File: config.mk
export PLATFORM = sky130hd
export DESIGN_NAME = uart_rx_core
export DESIGN_NICKNAME = d
export VERILOG_FILES = /design/src/rtl/uart_pkg.sv /design/src/rtl/uart_baud_tick.sv /design/src/rtl/uart_rx_core.sv
export SDC_FILE = /design/constraint.sdc
export NUM_CORES = 1
export LEC_CHECK = 0
export BUFFER_PORTS_ARGS = -buffer_cell sky130_fd_sc_hd__buf_2
export CAP_MARGIN = 20
export CORE_ASPECT_RATIO = 1.2
export CORE_MARGIN = 8
export CORE_UTILIZATION = 50
export DETAILED_ROUTE_END_ITERATION = 10
export PLACE_DENSITY = 0.68
export SLEW_MARGIN = 30
export SYNTH_ARGS = -nofsm -noshare
export SYNTH_HDL_FRONTEND = slang
export SYNTH_SLANG_ARGS = --single-unit
File: constraint.sdc
create_clock -name clk -period 3.9 [get_ports clk]
set_clock_uncertainty 0.1 [all_clocks]
set_input_delay 0.585 -clock clk [delete_from_list [all_inputs] [get_ports clk]]
set_output_delay 0.585 -clock clk [all_outputs]
set_load 0.02 [all_outputs]
File: src/rtl/uart_pkg.sv
// Shared UART definitions: frame states, parity modes and oversampling constants.
// Used by both the receive and transmit paths.
package uart_pkg;

    typedef enum logic [2:0] {
        IDLE,
        START,
        DATA,
        PARITY,
        STOP,
        WAIT_HIGH
    } uart_state_t;

    localparam int PARITY_NONE = 0;
    localparam int PARITY_EVEN = 1;
    localparam int PARITY_ODD  = 2;

    localparam int OVERSAMPLE = 16;
    localparam int DATA_BITS  = 8;

    // Sample window around mid-bit; the last index marks the end of a bit period.
    localparam logic [3:0] SAMPLE_LO   = 4'd7;
    localparam logic [3:0] SAMPLE_HI   = 4'd9;
    localparam logic [3:0] SAMPLE_LAST = 4'(OVERSAMPLE - 1);

    function automatic logic majority3(input logic a, input logic b, input logic c);
        return (a & b) | (a & c) | (b & c);
    endfunction

endpackage

File: src/rtl/uart_baud_tick.sv
// Oversample tick divider: one-cycle tick every DIV clocks.
// A synchronous restart realigns the phase to an external event.
module uart_baud_tick #(
    parameter int DIV = 326
) (
    input  logic clk,
    input  logic rst,
    input  logic restart,
    output logic tick
);

    localparam int              CW   = (DIV > 1) ? $clog2(DIV) : 1;
    localparam logic [CW-1:0]   LAST = CW'(DIV - 1);

    logic [CW-1:0] count;

    assign tick = (count == LAST);

    always_ff @(posedge clk or posedge rst) begin
        if (rst) begin
            count <= '0;
        end else if (restart || tick) begin
            count <= '0;
        end else begin
            count <= count + CW'(1);
        end
    end

endmodule

File: src/rtl/uart_rx_core.sv
// UART receiver: 16x oversampled, LSB-first, optional parity, idle-high line.
// Each bit is decided by a 2-of-3 vote on samples 7, 8 and 9 of its period.
module uart_rx_core
    import uart_pkg::*;
#(
    parameter int BAUD_DIV  = 326,
    parameter int PARITY    = 0,
    parameter int INVERT_RX = 0
) (
    input  logic       clk,
    input  logic       rst,
    input  logic       rxd,
    output logic [7:0] rx_data,
    output logic       rx_valid,
    output logic       frame_err,
    output logic       parity_err,
    output logic       busy
);

    localparam logic [2:0] LAST_BIT    = 3'(DATA_BITS - 1);
    localparam logic       PAR_ENABLED = (PARITY == PARITY_EVEN) || (PARITY == PARITY_ODD);
    localparam logic       PAR_ODD     = (PARITY == PARITY_ODD);

    logic [1:0]           rx_sync;
    logic                 line;
    uart_state_t          state, state_next;
    logic                 tick;
    logic                 restart;
    logic [3:0]           s_cnt;
    logic [2:0]           bit_cnt;
    logic                 samp_lo, samp_mid;
    logic                 maj;
    logic                 sample_point, bit_end;
    logic [DATA_BITS-1:0] shift_reg;
    logic                 par_err_q;
    logic                 wait_ok;
    logic                 shift_en, par_capture, bit_adv;
    logic                 valid_next, ferr_next, perr_next;

    always_ff @(posedge clk or posedge rst) begin
        if (rst) begin
            rx_sync <= 2'b11;
        end else begin
            rx_sync <= {rx_sync[0], rxd};
        end
    end

    assign line = rx_sync[1] ^ (INVERT_RX != 0);

    uart_baud_tick #(
        .DIV (BAUD_DIV)
    ) u_baud_tick (
        .clk     (clk),
        .rst     (rst),
        .restart (restart),
        .tick    (tick)
    );

    assign maj          = majority3(samp_lo, samp_mid, line);
    assign sample_point = tick && (s_cnt == SAMPLE_HI);
    assign bit_end      = tick && (s_cnt == SAMPLE_LAST);
    assign busy         = (state != IDLE);

    always_ff @(posedge clk or posedge rst) begin
        if (rst) begin
            state <= IDLE;
        end else begin
            state <= state_next;
        end
    end

    always_comb begin
        state_next  = state;
        restart     = 1'b0;
        shift_en    = 1'b0;
        par_capture = 1'b0;
        bit_adv     = 1'b0;
        valid_next  = 1'b0;
        ferr_next   = 1'b0;
        perr_next   = 1'b0;
        case (state)
            IDLE: begin
                if (!line) begin
                    state_next = START;
                    restart    = 1'b1;
                end
            end
            START: begin
                if (sample_point && maj) begin
                    state_next = IDLE;
                end else if (bit_end) begin
                    state_next = DATA;
                end
            end
            DATA: begin
                shift_en = sample_point;
                if (bit_end) begin
                    bit_adv = 1'b1;
                    if (bit_cnt == LAST_BIT) begin
                        if (PAR_ENABLED) begin
                            state_next = uart_pkg::PARITY;
                        end else begin
                            state_next = STOP;
                        end
                    end
                end
            end
            uart_pkg::PARITY: begin
                par_capture = sample_point;
                if (bit_end) begin
                    state_next = STOP;
                end
            end
            // Decide mid stop bit so a start edge right after it is not missed.
            STOP: begin
                if (sample_point) begin
                    if (!maj) begin
                        ferr_next  = 1'b1;
                        state_next = WAIT_HIGH;
                    end else if (par_err_q) begin
                        perr_next  = 1'b1;
                        state_next = IDLE;
                    end else begin
                        valid_next = 1'b1;
                        state_next = IDLE;
                    end
                end
            end
            WAIT_HIGH: begin
                if (tick && wait_ok && line) begin
                    state_next = IDLE;
                end
            end
            default: begin
                state_next = IDLE;
            end
        endcase
    end

    always_ff @(posedge clk or posedge rst) begin
        if (rst) begin
            s_cnt     <= '0;
            bit_cnt   <= '0;
            par_err_q <= 1'b0;
        end else if (restart) begin
            s_cnt     <= '0;
            bit_cnt   <= '0;
            par_err_q <= 1'b0;
        end else begin
            if (tick && (state != IDLE) && (state != WAIT_HIGH)) begin
                s_cnt <= s_cnt + 4'd1;
            end
            if (bit_adv) begin
                bit_cnt <= bit_cnt + 3'd1;
            end
            if (par_capture) begin
                par_err_q <= (^shift_reg) ^ maj ^ PAR_ODD;
            end
        end
    end

    always_ff @(posedge clk or posedge rst) begin
        if (rst) begin
            samp_lo   <= 1'b1;
            samp_mid  <= 1'b1;
            shift_reg <= '0;
        end else begin
            if (tick && (s_cnt == SAMPLE_LO)) begin
                samp_lo <= line;
            end
            if (tick && (s_cnt == SAMPLE_LO + 4'd1)) begin
                samp_mid <= line;
            end
            if (shift_en) begin
                shift_reg <= {maj, shift_reg[DATA_BITS-1:1]};
            end
        end
    end

    // wait_ok is set at a tick that finds the line high and cleared by any low
    // sample, so leaving WAIT_HIGH needs one full tick period of high line.
    always_ff @(posedge clk or posedge rst) begin
        if (rst) begin
            wait_ok <= 1'b0;
        end else if (state != WAIT_HIGH) begin
            wait_ok <= 1'b0;
        end else if (tick) begin
            wait_ok <= line;
        end else if (!line) begin
            wait_ok <= 1'b0;
        end
    end

    always_ff @(posedge clk or posedge rst) begin
        if (rst) begin
            rx_data    <= 8'h00;
            rx_valid   <= 1'b0;
            frame_err  <= 1'b0;
            parity_err <= 1'b0;
        end else begin
            rx_valid   <= valid_next;
            frame_err  <= ferr_next;
            parity_err <= perr_next;
            if (valid_next) begin
                rx_data <= shift_reg;
            end
        end
    end

endmodule
# ---- After elaboration in Yosys (flattened, before gate mapping)
# Index checks and enable logic that the tools add are counted.
dict set report totals {
  regBits 44
}
dict set report op_classes {
  addsub 3
  eq_ne 20
  muxes 37
  bitwise_logic 6
  reduce_logical 17
}
# op count
set op_table {}
lappend op_table {{two-way mux 3 bit} 11}
lappend op_table {{two-way mux 1 bit} 22}
lappend op_table {{case mux 3 bit (6 select lines)} 1}
lappend op_table {{equality test 4 bit (second input constant)} 3}
lappend op_table {{inequality test 2 bit (second input constant)} 6}
lappend op_table {{adder 9 x 1 -> 9 bit (second input constant)} 1}
lappend op_table {{equality test 3 bit (second input constant)} 3}
lappend op_table {{equality test 9 bit (second input constant)} 1}
lappend op_table {{logical AND 1 bit} 9}
lappend op_table {{two-way mux 9 bit} 1}
lappend op_table {{two-way mux 4 bit} 2}
lappend op_table {{XOR reduction 8 bit} 1}
lappend op_table {{AND reduction 7 bit} 1}
lappend op_table {{equality test 3 x 2 -> 1 bit (second input constant)} 2}
lappend op_table {{inequality test 3 bit (second input constant)} 2}
lappend op_table {{nonzero test 2 bit} 3}
lappend op_table {{adder 4 x 1 -> 4 bit (second input constant)} 1}
lappend op_table {{equality test 4 x 3 -> 1 bit (second input constant)} 1}
lappend op_table {{adder 3 x 1 -> 3 bit (second input constant)} 1}
lappend op_table {{AND 1 bit} 3}
lappend op_table {{equality test 3 x 1 -> 1 bit (second input constant)} 1}
lappend op_table {{logical NOT 3 bit} 1}
lappend op_table {{inequality test 3 x 1 -> 1 bit (second input constant)} 1}
lappend op_table {{nonzero test 3 bit} 1}
lappend op_table {{3 further kinds} 4}

# ---- Longest topological paths before layout
dict set report depth {
  word_depth 6
  ltp_mapped 8
}

# ---- Hierarchy
# A second synthesis with hierarchy kept.
dict set report hier_totals {
  cells_unflattened 190
  hier_area_um2 2220.9
}
# module n_inst cells_each area_each_um2 seq_area_each_um2
set modules_own_cells {}
lappend modules_own_cells {uart_rx_core 1 144 1751.7 880.8}
lappend modules_own_cells {uart_baud_tick 1 46 469.2 225.2}

# ---- Least setup slack after synthesis
# Ideal clock, no wire load.
dict set report synth_path {
  kind {flip-flop to flip-flop}
  startpoint {register rx_sync[1]}
  endpoint {register rx_data[0]}
  setup_ns 0.125
  arrival_time_ns 1.881
  setup_slack_ns 1.794
  path_stages_with_launch 6
  n_path_buf 1
  period_less_slack_ns 2.106
  cell_sequence {dfstp_2 clkbuf_1 a21o_1 o21ai_1 nor4_4 mux2_2}
}
dict set report synth_between {
  elab_chain_len 6
  elab_cells_between_ends 7
  classes_between {mux (3); bitwise (4)}
}
# item line_no
set synth_rtl {}
lappend synth_rtl {{start, declared} uart_rx_core.sv:24} ;# logic [1:0] rx_sync;
lappend synth_rtl {{start signal, assigned} uart_rx_core.sv:44} ;# rx_sync <= {rx_sync[0], rxd};
lappend synth_rtl {{AND 1 bit} uart_pkg.sv:27} ;# return (a & b) | (a & c) | (b & c);
lappend synth_rtl {{OR 1 bit} uart_pkg.sv:27}
lappend synth_rtl {{OR 1 bit *} uart_pkg.sv:27}
lappend synth_rtl {{two-way mux 1 bit *} uart_rx_core.sv:117} ;# if (!maj) begin
lappend synth_rtl {{two-way mux 1 bit *} uart_rx_core.sv:116} ;# if (sample_point) begin
lappend synth_rtl {{two-way mux 1 bit *} uart_rx_core.sv:81} ;# case (state)
lappend synth_rtl {{end signal, assigned} uart_rx_core.sv:205} ;# rx_data <= shift_reg;
lappend synth_rtl {{end, declared} uart_rx_core.sv:13} ;# output logic [7:0] rx_data,
# Mark *: on every way between the ends. The rest lies on a longest branch, timed or not.
# A chain may end at the register's enable or synchronous reset.

# ---- Final worst setup path
dict set report layout_path {
  startpoint {register u_baud_tick.count[1]}
  endpoint {register rx_data[6]}
}
dict set report layout_between {
  elab_chain_len 4
}
# item line_no
set layout_rtl {}
lappend layout_rtl {{start, declared} uart_baud_tick.sv:15} ;# logic [CW-1:0] count;
lappend layout_rtl {{start signal, assigned} uart_baud_tick.sv:25} ;# count <= count + CW'(1);
lappend layout_rtl {{equality test 9 bit} uart_baud_tick.sv:17} ;# assign tick = (count == LAST);
lappend layout_rtl {{logical AND 1 bit} uart_rx_core.sv:60} ;# assign sample_point = tick && (s_cnt == SAMPLE_HI);
lappend layout_rtl {{two-way mux 1 bit} uart_rx_core.sv:116}
lappend layout_rtl {{two-way mux 1 bit} uart_rx_core.sv:81}
# Every way passes these cells.

==> summary.md <==
| Metric | Value |
|---|---|
| Setup_tns | 0 ns |
| Synth Flop Type | dfrtp_1 |
| Reg power frac | 0.572 |
| Area contributors post-synth | dfrtp_1 (47%), mux2_2 (10%), dfstp_2 (4.9%) |
| Clk_lat worst skew | 0.29 ns |
| Asr flop ratio synth | 1.000 |
| Worst Path Required | 3.98 ns |
| DR DRC count | 0 |
| Die ar. | 6615 sq um |
| RSZ-0062 raised after global routing | no |
| Sw Ratio | 0.1909 |
| Post-Syn Area per Cell | 11.64 sq um |
| Max Fclk | 449.3 MHz |
| Pre-Repair DR Iteration Count | 4 |
| Yosys cell types | 45 |
| Fin. max-slew vios | 0 |
| Internal Power | 649.3 uW |
| CP max-delay cell | nor4_4 |
| Post-synthesis sequential area ratio | 0.5191 |
| Synth Cell Area | 2131 sq um |
| Status | finished clean |
| Die Y | 87.51 microns |
| Root buffer cell | clkbuf_8 |
| Combinational group share of total power | 0.013 |
| Hold Crit Class | reg2reg |
| GRT met2 Usage | 0.2124 |
| Initial antenna violation count | 0 |
| Dpl cell area | 2253 sq um |
| Synthesis warning total | 0 |
| IO buf count | 14 |
| Switching pwr | 153.2 uW |
| Count leader, synth | dfrtp_1 |
| Synth top area share | 0.4698 |
| CP Cell Sequence | inv_1 > ha_1 > and4b_1 > nand3_1 > nor4_4 > mux2_2 |
| Area grow syn2layout | 10.80% |
| Clock sink count | 44 |
| Routed Antenna Nets | 0 |
| Fillers | 387 |
| Vias in the first global route | 1448 |
| Via Count | 1383 |
| CTS clk-pin slew, worst paths | 0.07 ns |
| Routed len/inst | 14.70 microns |
| Syn Inst Count | 183 |
| Initial Util | 0.5117 |
| WL final | 3.777 mm |
| N_diodes | 0 |
| Core Rows | 26 |
| Core area | 4164 sq um |
| GR Util met3 | 0.03802 |
| EDFF count, synth | 0 |
| TritonCTS clock tree | yes |
| Post-synth top cells | dfrtp_1 (40), nor2_1 (23), mux2_2 (19) |
| Mapped Nets | 193 |
| Iter 0 DRT Violations | 49 |
| Die W | 75.59 microns |
| Final net count | 210 |
| Busiest layer in global routing | met2 |
| Max incr delay on CP | 0.48 ns |
| Final instance area | 2361 sq um |
| Grt met1 use | 0.1553 |
| Grt total ovfl | 0 |
| HPWL Detailed | 2.848 mm |
| Clock share of power | 0.415 |
| Flop2flop setup slack | 1.67 ns |
| Slew @ Worst Pin | 0.8026 ns |
| Share of cells above drive strength 1 | 0.2587 |
| Max Cap Violations | 0 |
| First-pass GRT wire length | 6.610 mm |
| PwrDens | 339.9 nW/um^2 |
| I/O pin cnt | 15 |
| Nature of the critical path endpoint | flop |
| Final min period | 2.226 ns |
| Fin crit share | 0.5707 |
| Worst vdd ir | 0.0001993 V |
| Cell count after placement | 249 |
| Gpl congestion | 0.9183 |
| Crit path arrival time | 2.30 ns |
| Vias per cell | 5.381 |
| GR Util All Layers | 0.1313 |
| Static Leak | 1.107 nW |
| Resized Gates After CTS | 0 |
| H-tree lvl count | 2 |
| CTS buffer count | 5 |
| Non-Filler Instances | 257 |
| Hold_buf cts | 0 |
| Critical setup path kind | reg2reg |
| Register bit total from synthesis | 44 |
| Relative slew slack | 0.4643 |
| Setup bufs post-CTS | 0 |
| CP Max Fanout | 8 |
| Number of flip-flops in the largest register | 9 |
| Setup violators final | 0 |
| Fin. Hold Viols | 0 |
| CTS max path bufs | 2 |
| Startpoint Class | flop |
| Biggest area consumer among synthesized cells | dfrtp_1 |
| Largest net degree at the start of global routing | 25 |
cells in the final DEF (no fill, tap or decap), types with 2 or more instances in the layout:
cell type and count:
dfrtp_1 40, nor2_1 23, mux2_2 19, buf_2 14, xnor2_1 12, nand3_1 10
inv_1 8, nand2_1 8, ha_1 7, nor3_1 5, clkbuf_8 5, xor2_1 4
o21ai_0 4, dfstp_2 4, mux2i_1 3, o211ai_1 2, o31ai_1 2, nor4_1 2
stage by stage:
step | util | worst slack (ns) | power [mW] | hold slack, ns
finish | 0.5670 | 1.674 | 0.8025 | 0.2582
global route | 0.5670 | 1.509 | 0.8453 | 0.2644
CTS | 0.5670 | 1.647 | 0.8162 | 0.2591
detailed placement | 0.5412 | 1.652 | 0.4791 | 0.2475
global placement | 0.5412 | 1.734 | 0.4788 | 0.2483
floorplan | - | 1.794 | 0.4747 | 0.2452
routing by layer:
metal,routed length [microns],vias up
met5,0,-
met4,76,0
met3,160,8
met2,1901,18
met1,1639,693
li1,-,664
power groups by stage:
stage,Clock [mW],Sequential [mW],Combinational (mW)
after global placement,0,0.468,0.0107
final,0.333,0.459,0.0102
after CTS,0.346,0.459,0.0110
after detailed placement,0,0.468,0.0111
after floorplan,0,0.467,0.00783
after global routing,0.373,0.460,0.0126
final timing paths:
kind	start	end	cells past startpoint
min in group asynchronous	rst	s_cnt[3]	2
max in group asynchronous	rst	rx_sync[0]	3
min	rx_sync[0]	rx_sync[1]	0
min reg2reg	rx_sync[0]	rx_sync[1]	0
max reg2reg	u_baud_tick.count[1]	rx_data[6]	6
max	u_baud_tick.count[1]	rx_data[6]	6
critical path, delay by kind of cell (launching register included):
kind | cells | cell delay, ns
and+or+nand+nor | 3 | 1.01
muxes | 1 | 0.40
buffers and inverters | 1 | 0.06
DFF | 1 | 0.41
adders and majority gates | 1 | 0.13
area by class of cell:
cell class / instances / area [sq um] / share of cell area
Tap cell: 56 / 70.07 / 0.02968
Sequential cell: 44 / 1106 / 0.4685
Timing Repair Buffer: 15 / 77.57 / 0.03286
Clock buffer: 6 / 72.57 / 0.03074
Inverter: 8 / 30.03 / 0.01272
Multi-Input combinational cell: 126 / 969.7 / 0.4107
Clock inverter: 2 / 35.03 / 0.01484
kinds of logic (layout without fill, tap and decap cells):
family | after synthesis | in the layout | share of synthesized area
simple gates | 62 | 62 | 0.1591
flops | 44 | 44 | 0.5191
mux | 22 | 22 | 0.1145
compound gates | 18 | 18 | 0.06400
xor+xnor | 17 | 17 | 0.07633
buf+inv | 13 | 31 | 0.02584
fa+ha+maj | 7 | 7 | 0.04110
Power figures use the tool's default switching activity.
